### src/rtl/ras_update_sched_if.sv
// Flush type and the decode/RAS handshake bundle for ras_update_sched.
// The slave modport is the scheduler's view; master is the decode/RAS side.
package ras_update_sched_pkg;
  typedef struct packed {
    logic valid;
  } flush_t;
endpackage

interface ras_update_sched_if #(
  parameter int unsigned WIDTH = 32
);
  logic             in0_valid;
  logic [WIDTH-1:0] in0_pc;
  logic [4:0]       in0_rs1;
  logic [4:0]       in0_rd;
  logic             in1_valid;
  logic [WIDTH-1:0] in1_pc;
  logic [4:0]       in1_rs1;
  logic [4:0]       in1_rd;
  logic             in_ready;
  logic             out_valid;
  logic [1:0]       out_op;
  logic [WIDTH-1:0] out_pc;
  logic             out_ready;

  modport slave (
    input  in0_valid, in0_pc, in0_rs1, in0_rd,
    input  in1_valid, in1_pc, in1_rs1, in1_rd,
    output in_ready,
    output out_valid, out_op, out_pc,
    input  out_ready
  );

  modport master (
    output in0_valid, in0_pc, in0_rs1, in0_rd,
    output in1_valid, in1_pc, in1_rs1, in1_rd,
    input  in_ready,
    input  out_valid, out_op, out_pc,
    output out_ready
  );
endinterface

### src/rtl/ras_update_sched.sv
// Classifies two decode lanes' JAL/JALR into RAS push/pop ops and issues them in order, one per cycle.
// Optional saturating statistics outputs are enabled by defining RAS_SCHED_STATS_EN.
module ras_update_sched
  import ras_update_sched_pkg::*;
#(
  parameter int unsigned WIDTH = 32,
  parameter int unsigned DEPTH = 4
) (
  input  logic                 clk,
  input  logic                 rst,
  input  logic                 clk_en,
  input  flush_t               flush,
  ras_update_sched_if.slave    bus
`ifdef RAS_SCHED_STATS_EN
  ,
  output logic [15:0]          stat_push,
  output logic [15:0]          stat_pop,
  output logic [15:0]          stat_flush_drop
`endif
);

  localparam int unsigned PW = $clog2(DEPTH);
  localparam int unsigned CW = PW + 1;

  typedef enum logic [1:0] {
    OP_NONE    = 2'b00,
    OP_PUSH    = 2'b01,
    OP_POP     = 2'b10,
    OP_POPPUSH = 2'b11
  } ras_op_e;

  typedef struct packed {
    ras_op_e          op;
    logic [WIDTH-1:0] pc;
  } entry_t;

  function automatic ras_op_e classify(input logic [4:0] rd, input logic [4:0] rs1);
    logic ld;
    logic ls;
    ld = (rd == 5'd1) || (rd == 5'd5);
    ls = (rs1 == 5'd1) || (rs1 == 5'd5);
    if (ld && !ls)      return OP_PUSH;
    else if (!ld && ls) return OP_POP;
    else if (ld && ls)  return (rd != rs1) ? OP_POPPUSH : OP_PUSH;
    else                return OP_NONE;
  endfunction

  entry_t          mem_q [DEPTH];
  logic [PW-1:0]   wr_ptr_q, wr_ptr_d;
  logic [PW-1:0]   rd_ptr_q, rd_ptr_d;
  logic [CW-1:0]   count_q, count_d;

  ras_op_e         op0, op1;
  entry_t          e0, e1;
  entry_t          head;
  logic [1:0]      head_op;
  logic            empty;
  logic            accept;
  logic            we0, we1;
  logic [1:0]      enq_n;
  logic            deq;
  logic [PW-1:0]   wr1_idx;

  assign empty   = (count_q == '0);
  assign head    = mem_q[rd_ptr_q];
  assign head_op = head.op;

  // Ready depends only on the registered count so out_ready never reaches in_ready.
  assign bus.in_ready  = (count_q <= CW'(DEPTH - 2));
  assign bus.out_valid = !empty && !flush.valid;
  assign bus.out_op    = empty ? 2'b00 : head_op;
  assign bus.out_pc    = empty ? '0 : head.pc;

  always_comb begin
    op0     = classify(bus.in0_rd, bus.in0_rs1);
    op1     = classify(bus.in1_rd, bus.in1_rs1);
    e0      = '{op: op0, pc: bus.in0_pc};
    e1      = '{op: op1, pc: bus.in1_pc};
    accept  = clk_en && !flush.valid && bus.in_ready && (bus.in0_valid || bus.in1_valid);
    we0     = accept && bus.in0_valid && (op0 != OP_NONE);
    we1     = accept && bus.in1_valid && (op1 != OP_NONE);
    enq_n   = {1'b0, we0} + {1'b0, we1};
    wr1_idx = wr_ptr_q + PW'(we0);
    deq     = clk_en && !flush.valid && bus.out_valid && bus.out_ready;
  end

  always_comb begin
    wr_ptr_d = wr_ptr_q;
    rd_ptr_d = rd_ptr_q;
    count_d  = count_q;
    if (flush.valid) begin
      wr_ptr_d = '0;
      rd_ptr_d = '0;
      count_d  = '0;
    end else if (clk_en) begin
      wr_ptr_d = wr_ptr_q + PW'(enq_n);
      rd_ptr_d = rd_ptr_q + PW'(deq);
      count_d  = count_q + CW'(enq_n) - CW'(deq);
    end
  end

  always_ff @(posedge clk or posedge rst) begin
    if (rst) begin
      wr_ptr_q <= '0;
      rd_ptr_q <= '0;
      count_q  <= '0;
    end else begin
      wr_ptr_q <= wr_ptr_d;
      rd_ptr_q <= rd_ptr_d;
      count_q  <= count_d;
    end
  end

  // Lane1 lands directly after lane0 when both carry an op, else at the write pointer.
  always_ff @(posedge clk) begin
    if (we0) mem_q[wr_ptr_q] <= e0;
    if (we1) mem_q[wr1_idx]  <= e1;
  end

`ifdef RAS_SCHED_STATS_EN
  logic [15:0] stat_push_q, stat_pop_q, stat_flush_drop_q;
  logic [16:0] drop_sum;

  assign drop_sum = {1'b0, stat_flush_drop_q} + 17'(count_q);

  always_ff @(posedge clk or posedge rst) begin
    if (rst) begin
      stat_push_q       <= '0;
      stat_pop_q        <= '0;
      stat_flush_drop_q <= '0;
    end else if (flush.valid) begin
      stat_flush_drop_q <= drop_sum[16] ? '1 : drop_sum[15:0];
    end else if (deq) begin
      if (head_op[0] && (stat_push_q != '1)) stat_push_q <= stat_push_q + 16'd1;
      if (head_op[1] && (stat_pop_q != '1))  stat_pop_q  <= stat_pop_q + 16'd1;
    end
  end

  assign stat_push       = stat_push_q;
  assign stat_pop        = stat_pop_q;
  assign stat_flush_drop = stat_flush_drop_q;
`endif

endmodule

### src/flat_wrapper.sv
// flat-port wrapper written by rule: the top's interface ports become plain ports
module ras_update_sched_flat import ras_update_sched_pkg::*;
#(
  parameter int unsigned WIDTH = 32,
  parameter int unsigned DEPTH = 4
)
  (clk, rst, clk_en, flush, bus_in0_valid, bus_in0_pc, bus_in0_rs1, bus_in0_rd, bus_in1_valid, bus_in1_pc, bus_in1_rs1, bus_in1_rd, bus_in_ready, bus_out_valid, bus_out_op, bus_out_pc, bus_out_ready);
  ras_update_sched_if #(.WIDTH(WIDTH)) bus_i ();
  input  logic clk;
  input  logic rst;
  input  logic clk_en;
  input  flush_t flush;
  input wire logic [$bits(bus_i.in0_valid)-1:0] bus_in0_valid;
  input wire logic [$bits(bus_i.in0_pc)-1:0] bus_in0_pc;
  input wire logic [$bits(bus_i.in0_rs1)-1:0] bus_in0_rs1;
  input wire logic [$bits(bus_i.in0_rd)-1:0] bus_in0_rd;
  input wire logic [$bits(bus_i.in1_valid)-1:0] bus_in1_valid;
  input wire logic [$bits(bus_i.in1_pc)-1:0] bus_in1_pc;
  input wire logic [$bits(bus_i.in1_rs1)-1:0] bus_in1_rs1;
  input wire logic [$bits(bus_i.in1_rd)-1:0] bus_in1_rd;
  output wire logic [$bits(bus_i.in_ready)-1:0] bus_in_ready;
  output wire logic [$bits(bus_i.out_valid)-1:0] bus_out_valid;
  output wire logic [$bits(bus_i.out_op)-1:0] bus_out_op;
  output wire logic [$bits(bus_i.out_pc)-1:0] bus_out_pc;
  input wire logic [$bits(bus_i.out_ready)-1:0] bus_out_ready;
  assign bus_i.in0_valid = bus_in0_valid;
  assign bus_i.in0_pc = bus_in0_pc;
  assign bus_i.in0_rs1 = bus_in0_rs1;
  assign bus_i.in0_rd = bus_in0_rd;
  assign bus_i.in1_valid = bus_in1_valid;
  assign bus_i.in1_pc = bus_in1_pc;
  assign bus_i.in1_rs1 = bus_in1_rs1;
  assign bus_i.in1_rd = bus_in1_rd;
  assign bus_in_ready = bus_i.in_ready;
  assign bus_out_valid = bus_i.out_valid;
  assign bus_out_op = bus_i.out_op;
  assign bus_out_pc = bus_i.out_pc;
  assign bus_i.out_ready = bus_out_ready;
  ras_update_sched #(.WIDTH(WIDTH), .DEPTH(DEPTH)) u_core (.clk(clk), .rst(rst), .clk_en(clk_en), .flush(flush), .bus(bus_i));
endmodule
### config.mk
export PLATFORM = sky130hd
export DESIGN_NAME = ras_update_sched_flat
export DESIGN_NICKNAME = d
export VERILOG_FILES = /design/src/rtl/ras_update_sched_if.sv /design/src/rtl/ras_update_sched.sv /design/src/flat_wrapper.sv
export SDC_FILE = /design/constraint.sdc
export NUM_CORES = 1
export LEC_CHECK = 0
export CORE_ASPECT_RATIO = 0.7
export CORE_MARGIN = 2
export CORE_UTILIZATION = 40
export CTS_CLUSTER_SIZE = 40
export DETAILED_ROUTE_END_ITERATION = 8
export GPL_TIMING_DRIVEN = 0
export PLACE_DENSITY = 0.73
export SYNTH_ARGS = -nofsm -noshare
export SYNTH_HDL_FRONTEND = slang
export SYNTH_SLANG_ARGS = --single-unit
### constraint.sdc
create_clock -name clk -period 10.3 [get_ports clk]
set_input_delay 3.09 -clock clk [delete_from_list [all_inputs] [get_ports clk]]
set_output_delay 3.09 -clock clk [all_outputs]
set_load 0.01 [all_outputs]
==> flow_summary_export.csv, run 1 <==
group,metric,value,unit
worst_setup_path,setup.worst_path.class,"in -> out",
status,status,"complete, no violations",
placement,io_buffers,124,
cts,postCtsSetupRepairBufs,0,
routing,drt-wirelength-per-cell,22.3,um
worst_setup_path,rr_worst_depth,9,
logic_synthesis,post_synth_xor_area_fraction,0.0104,
timing,final.min_clock_period,6.97,ns
final_layout,stdcell_area,9810,sq um
timing,fmaxAchievable,143,MHz
logic_synthesis,seq_area_frac_synth,0.564,
die,num_rows,42,
final_layout,drive_above_1_share,0.382,
logic_synthesis,syn_nets,542,
die,num_io_pins,127,
cts,cts_tree,"yes",
die,die_area,20000,sq um
routing,drcViolationCount,0,
routing,drt_pre_antenna_iters,5,
flow_run,timing.max_cap.violations,0,
routing,finalWirelength,18900,um
cts,clock_buffers_created_by_tritoncts,17,
global_routing,number_of_global_route_vias_before_repair,5020,
placement,gp_congestion,0.791,
cts,cts_root_buffer,"sky130_fd_sc_hd__clkbuf_16",
die,floorplan.core_area,18700,sq um
die,die-width,168,um
final_layout,design.final.nets,691,
placement,dp.cells,814,
cts,cts.clk_slew.worst_paths,0.06,ns
die,effective_utilization_at_floorplan,0.404,
logic_synthesis,post-synth-top-area-fraction,0.541,
global_routing,antenna_found_initial,1,
timing,rsz0062_at_grt,"no",
power_and_ir_drop,power-per-cell-area,141,nW/um^2
logic_synthesis,mapped_area,7550,sq um
cts,cts_max_path_buffers,2,
logic_synthesis,netlist_top_cells_area,"sky130_fd_sc_hd__edfxtp_1, sky130_fd_sc_hd__mux2_2, sky130_fd_sc_hd__mux4_2, sky130_fd_sc_hd__nor2b_1, sky130_fd_sc_hd__dfrtp_1",
cts,hold_buffers,0,
timing,final.period_utilization,0.677,
power_and_ir_drop,cellLeakagePower,3.31,nW
logic_synthesis,synth_top_area_cell,"sky130_fd_sc_hd__edfxtp_1",
timing,maxSlewViolCount,0,
timing,count_of_final_hold_check_violations,0,
logic_synthesis,simple_gate_portion_of_the_synthesized_area,0.0566,
logic_synthesis,synth-adder-area-share,0.0142,
global_routing,grt_start_max_net_pins,27,
logic_synthesis,synth.distinct_cells,38,
cts,h-tree-depth,4,
routing,route.antenna.remaining_nets,0,
global_routing,grt_first_pass_wirelength,29000,um
timing,final.setup.tns,0,ns
worst_setup_path,critical_path.startpoint_type,"primary input",
timing,worst_pin_slew,0.983,ns
worst_setup_path,end_kind,"output port",
global_routing,global_route.overflow_total,0,
routing,dr.first_iter.drc_count,416,
logic_synthesis,yosys-mux-area-fraction,0.312,
final_layout,utilization,0.524,
placement,dp.final_hpwl,12900,um
worst_setup_path,timing.critical_path.arrival,3.88,ns
routing,route.detailed.vias_per_inst,5.38,
logic_synthesis,synth_top_family_by_area,"multiplexers",
worst_setup_path,worst-path-max-fanout,9,
timing,timing.final.setup_violations,0,
cts,source_to_sink_clock_delay_at_the_later_pin_of_the_worst_skew_pair,0.42,ns
cts,cts_sinks,143,
final_layout,syn2layout_area_growth,29.8,%
power_and_ir_drop,power.ir.vdd_worst,0.0000980,V
placement,post_dp_cell_area,9250,sq um
final_layout,post_layout_nonfiller_instances,848,
worst_setup_path,crit_required,7.21,ns
logic_synthesis,yosysWarningCount,0,
logic_synthesis,synth_compound_area_frac,0.00994,
cts,post_cts_sizing_count,0,
logic_synthesis,ys_ff_latch,143,
logic_synthesis,synth_cells,443,
timing,skew,0.0138,ns
min_path,min_path_cells,2,
routing,dr_total_vias,4560,
worst_setup_path,r2r_setup_slack,6.76,ns
min_path,worstHoldPathType,"reg -> reg",
global_routing,grt.total_usage,0.197,
timing,maxSlewHeadroom,0.344,
logic_synthesis,synth_area_per_cell,17.1,sq um
die,die-height,119,um
critical path, stage by stage:
cell,delay (ns)
sky130_fd_sc_hd__buf_6,0.12
sky130_fd_sc_hd__nor2_1,0.11
sky130_fd_sc_hd__clkdlybuf4s50_1,0.56
power by group:
| group | internal, W | switching (W) | total [W] |
|---|---|---|---|
| Combinational | 0.0000916 | 0.0000693 | 0.000161 |
| Sequential | 0.000639 | 0.00000178 | 0.000641 |
| Clock | 0.000316 | 0.000263 | 0.000580 |
| Total | 0.00105 | 0.000334 | 0.00138 |
flip-flops by register name, indices dropped and copies added (netlist names):
register and flops:
u_core.mem_q 136, u_core.rd_ptr_q 2, u_core.wr_ptr_q 2, u_core.count_q 3
layout make-up:
class | instances | area, sq um
multi-input cells | 263 | 3100
inverters | 9 | 33.8
diodes | 1 | 2.50
plain buffers | 28 | 214
clock inverters | 14 | 121
well taps | 242 | 303
flip-flops and latches | 143 | 4260
fillers | 1536 | 8900
repair buffers | 130 | 1350
clock buffers | 18 | 429
Yosys cell counts:
| master | n |
|---|---|
| sky130_fd_sc_hd__nand2_1 | 5 |
| sky130_fd_sc_hd__xor2_1 | 7 |
| sky130_fd_sc_hd__nor3_1 | 1 |
| sky130_fd_sc_hd__a21oi_2 | 1 |
| sky130_fd_sc_hd__mux2i_1 | 11 |
| sky130_fd_sc_hd__xnor2_1 | 2 |
| sky130_fd_sc_hd__and2b_1 | 1 |
| sky130_fd_sc_hd__or4b_2 | 2 |
| sky130_fd_sc_hd__o21bai_1 | 1 |
| sky130_fd_sc_hd__edfxtp_1 | 136 |
| sky130_fd_sc_hd__nor4b_2 | 2 |
| sky130_fd_sc_hd__buf_4 | 1 |
| sky130_fd_sc_hd__a211oi_1 | 1 |
| sky130_fd_sc_hd__o31ai_1 | 1 |
| sky130_fd_sc_hd__ha_1 | 7 |
| sky130_fd_sc_hd__buf_2 | 5 |
| sky130_fd_sc_hd__nand2b_1 | 2 |
| sky130_fd_sc_hd__o2111ai_2 | 1 |
| sky130_fd_sc_hd__fa_1 | 1 |
| sky130_fd_sc_hd__clkbuf_2 | 1 |
| sky130_fd_sc_hd__inv_2 | 1 |
| sky130_fd_sc_hd__nor3_4 | 2 |
| sky130_fd_sc_hd__nand3_4 | 2 |
| sky130_fd_sc_hd__mux2_4 | 11 |
| sky130_fd_sc_hd__dfrtp_1 | 7 |
| sky130_fd_sc_hd__or3_1 | 1 |
| sky130_fd_sc_hd__o2111ai_1 | 1 |
| sky130_fd_sc_hd__inv_1 | 8 |
| sky130_fd_sc_hd__nand3_1 | 1 |
| sky130_fd_sc_hd__mux2_1 | 3 |
| sky130_fd_sc_hd__mux4_2 | 34 |
| sky130_fd_sc_hd__nor4b_1 | 1 |
| sky130_fd_sc_hd__o21ai_0 | 4 |
| sky130_fd_sc_hd__nor2b_1 | 34 |
| sky130_fd_sc_hd__mux2_2 | 114 |
| sky130_fd_sc_hd__clkbuf_1 | 8 |
| sky130_fd_sc_hd__nor2_1 | 9 |
| sky130_fd_sc_hd__buf_6 | 13 |
worst paths after layout:
kind | from | to
max | flush | bus_out_valid
min | u_core.count_q[0] | u_core.count_q[0]
max reg2reg | u_core.count_q[1] | u_core.mem_q[2][14]
min reg2reg | u_core.count_q[0] | u_core.count_q[0]
max in group asynchronous | rst | u_core.wr_ptr_q[1]
min in group asynchronous | rst | u_core.count_q[0]
logic make-up after synthesis:
logic type,Yosys count
xor+xnor,9
fa+ha+maj,8
flops,143
simple gates,63
compound gates,10
buf+inv,37
mux,173
layout by cell type (no fill, tap or decap), types with 9 or more instances in the layout:
cell type and count:
sky130_fd_sc_hd__clkdlybuf4s50_1 124, sky130_fd_sc_hd__clkbuf_16 17, sky130_fd_sc_hd__nor2_1 9, sky130_fd_sc_hd__buf_6 13
sky130_fd_sc_hd__clkbuf_1 9, sky130_fd_sc_hd__mux2i_1 11, sky130_fd_sc_hd__mux2_4 11, sky130_fd_sc_hd__edfxtp_1 136
sky130_fd_sc_hd__nor2b_1 34, sky130_fd_sc_hd__mux4_2 34, sky130_fd_sc_hd__mux2_2 114
metal layers:
metal  up-vias  share of wire  GRT usage
met5         -        0.00069          0
met1      2337           0.44      0.265
met3        17          0.064     0.0492
li1       2055              -          -
met2       149           0.49      0.327
met4         2         0.0050     0.0393
stage by stage:
| stage | setup WS (ns) | total power [W] | hold slack [ns] |
|---|---|---|---|
| finish | 3.33 | 0.00138 | 0.605 |
| global route | 3.26 | 0.00143 | 0.660 |
| CTS | 3.33 | 0.00139 | 0.607 |
| detailed placement | 3.03 | 0.000813 | 0.593 |
| global placement | 0.345 | 0.000808 | 0.570 |
| floorplan | 3.07 | 0.000719 | 0.546 |
No activity file was read; power rests on OpenSTA's default activity.
==> inputs of run 2 (changes only) <==
==> constraint.sdc (replaced) <==
create_clock -name clk -period 6.7 [get_ports clk]
set_input_delay 2.01 -clock clk [delete_from_list [all_inputs] [get_ports clk]]
set_output_delay 2.01 -clock clk [all_outputs]
set_load 0.01 [all_outputs]
==> results of run 2 <==
The final DEF is identical to that of run 1. Status: complete, no violations.
Main changes from that run: setup slack after placement 3.03 ns -> 0.514 ns; setup slack after layout 3.33 ns -> 0.917 ns; start point of the critical path flush -> bus_in0_rd[4]; end point of the critical path bus_out_valid -> u_core.mem_q[2][14]; register-to-register setup slack 6.76 ns -> 3.16 ns; total power 0.00138 W -> 0.00212 W; worst IR drop on VDD 0.0000980 V -> 0.000151 V
==> inputs of run 3 (changes only) <==
--- a/config.mk
+++ b/config.mk
@@ -15,3 +15,4 @@
 export SYNTH_ARGS = -nofsm -noshare
 export SYNTH_HDL_FRONTEND = slang
 export SYNTH_SLANG_ARGS = --single-unit
+export TNS_END_PERCENT = 20
==> results of run 3 <==
The final DEF is identical to that of run 1. Status: complete, no violations.
Main changes from that run: setup slack after placement 3.03 ns -> 0.514 ns; setup slack after layout 3.33 ns -> 0.917 ns; start point of the critical path flush -> bus_in0_rd[4]; end point of the critical path bus_out_valid -> u_core.mem_q[2][14]; register-to-register setup slack 6.76 ns -> 3.16 ns; total power 0.00138 W -> 0.00212 W; worst IR drop on VDD 0.0000980 V -> 0.000151 V
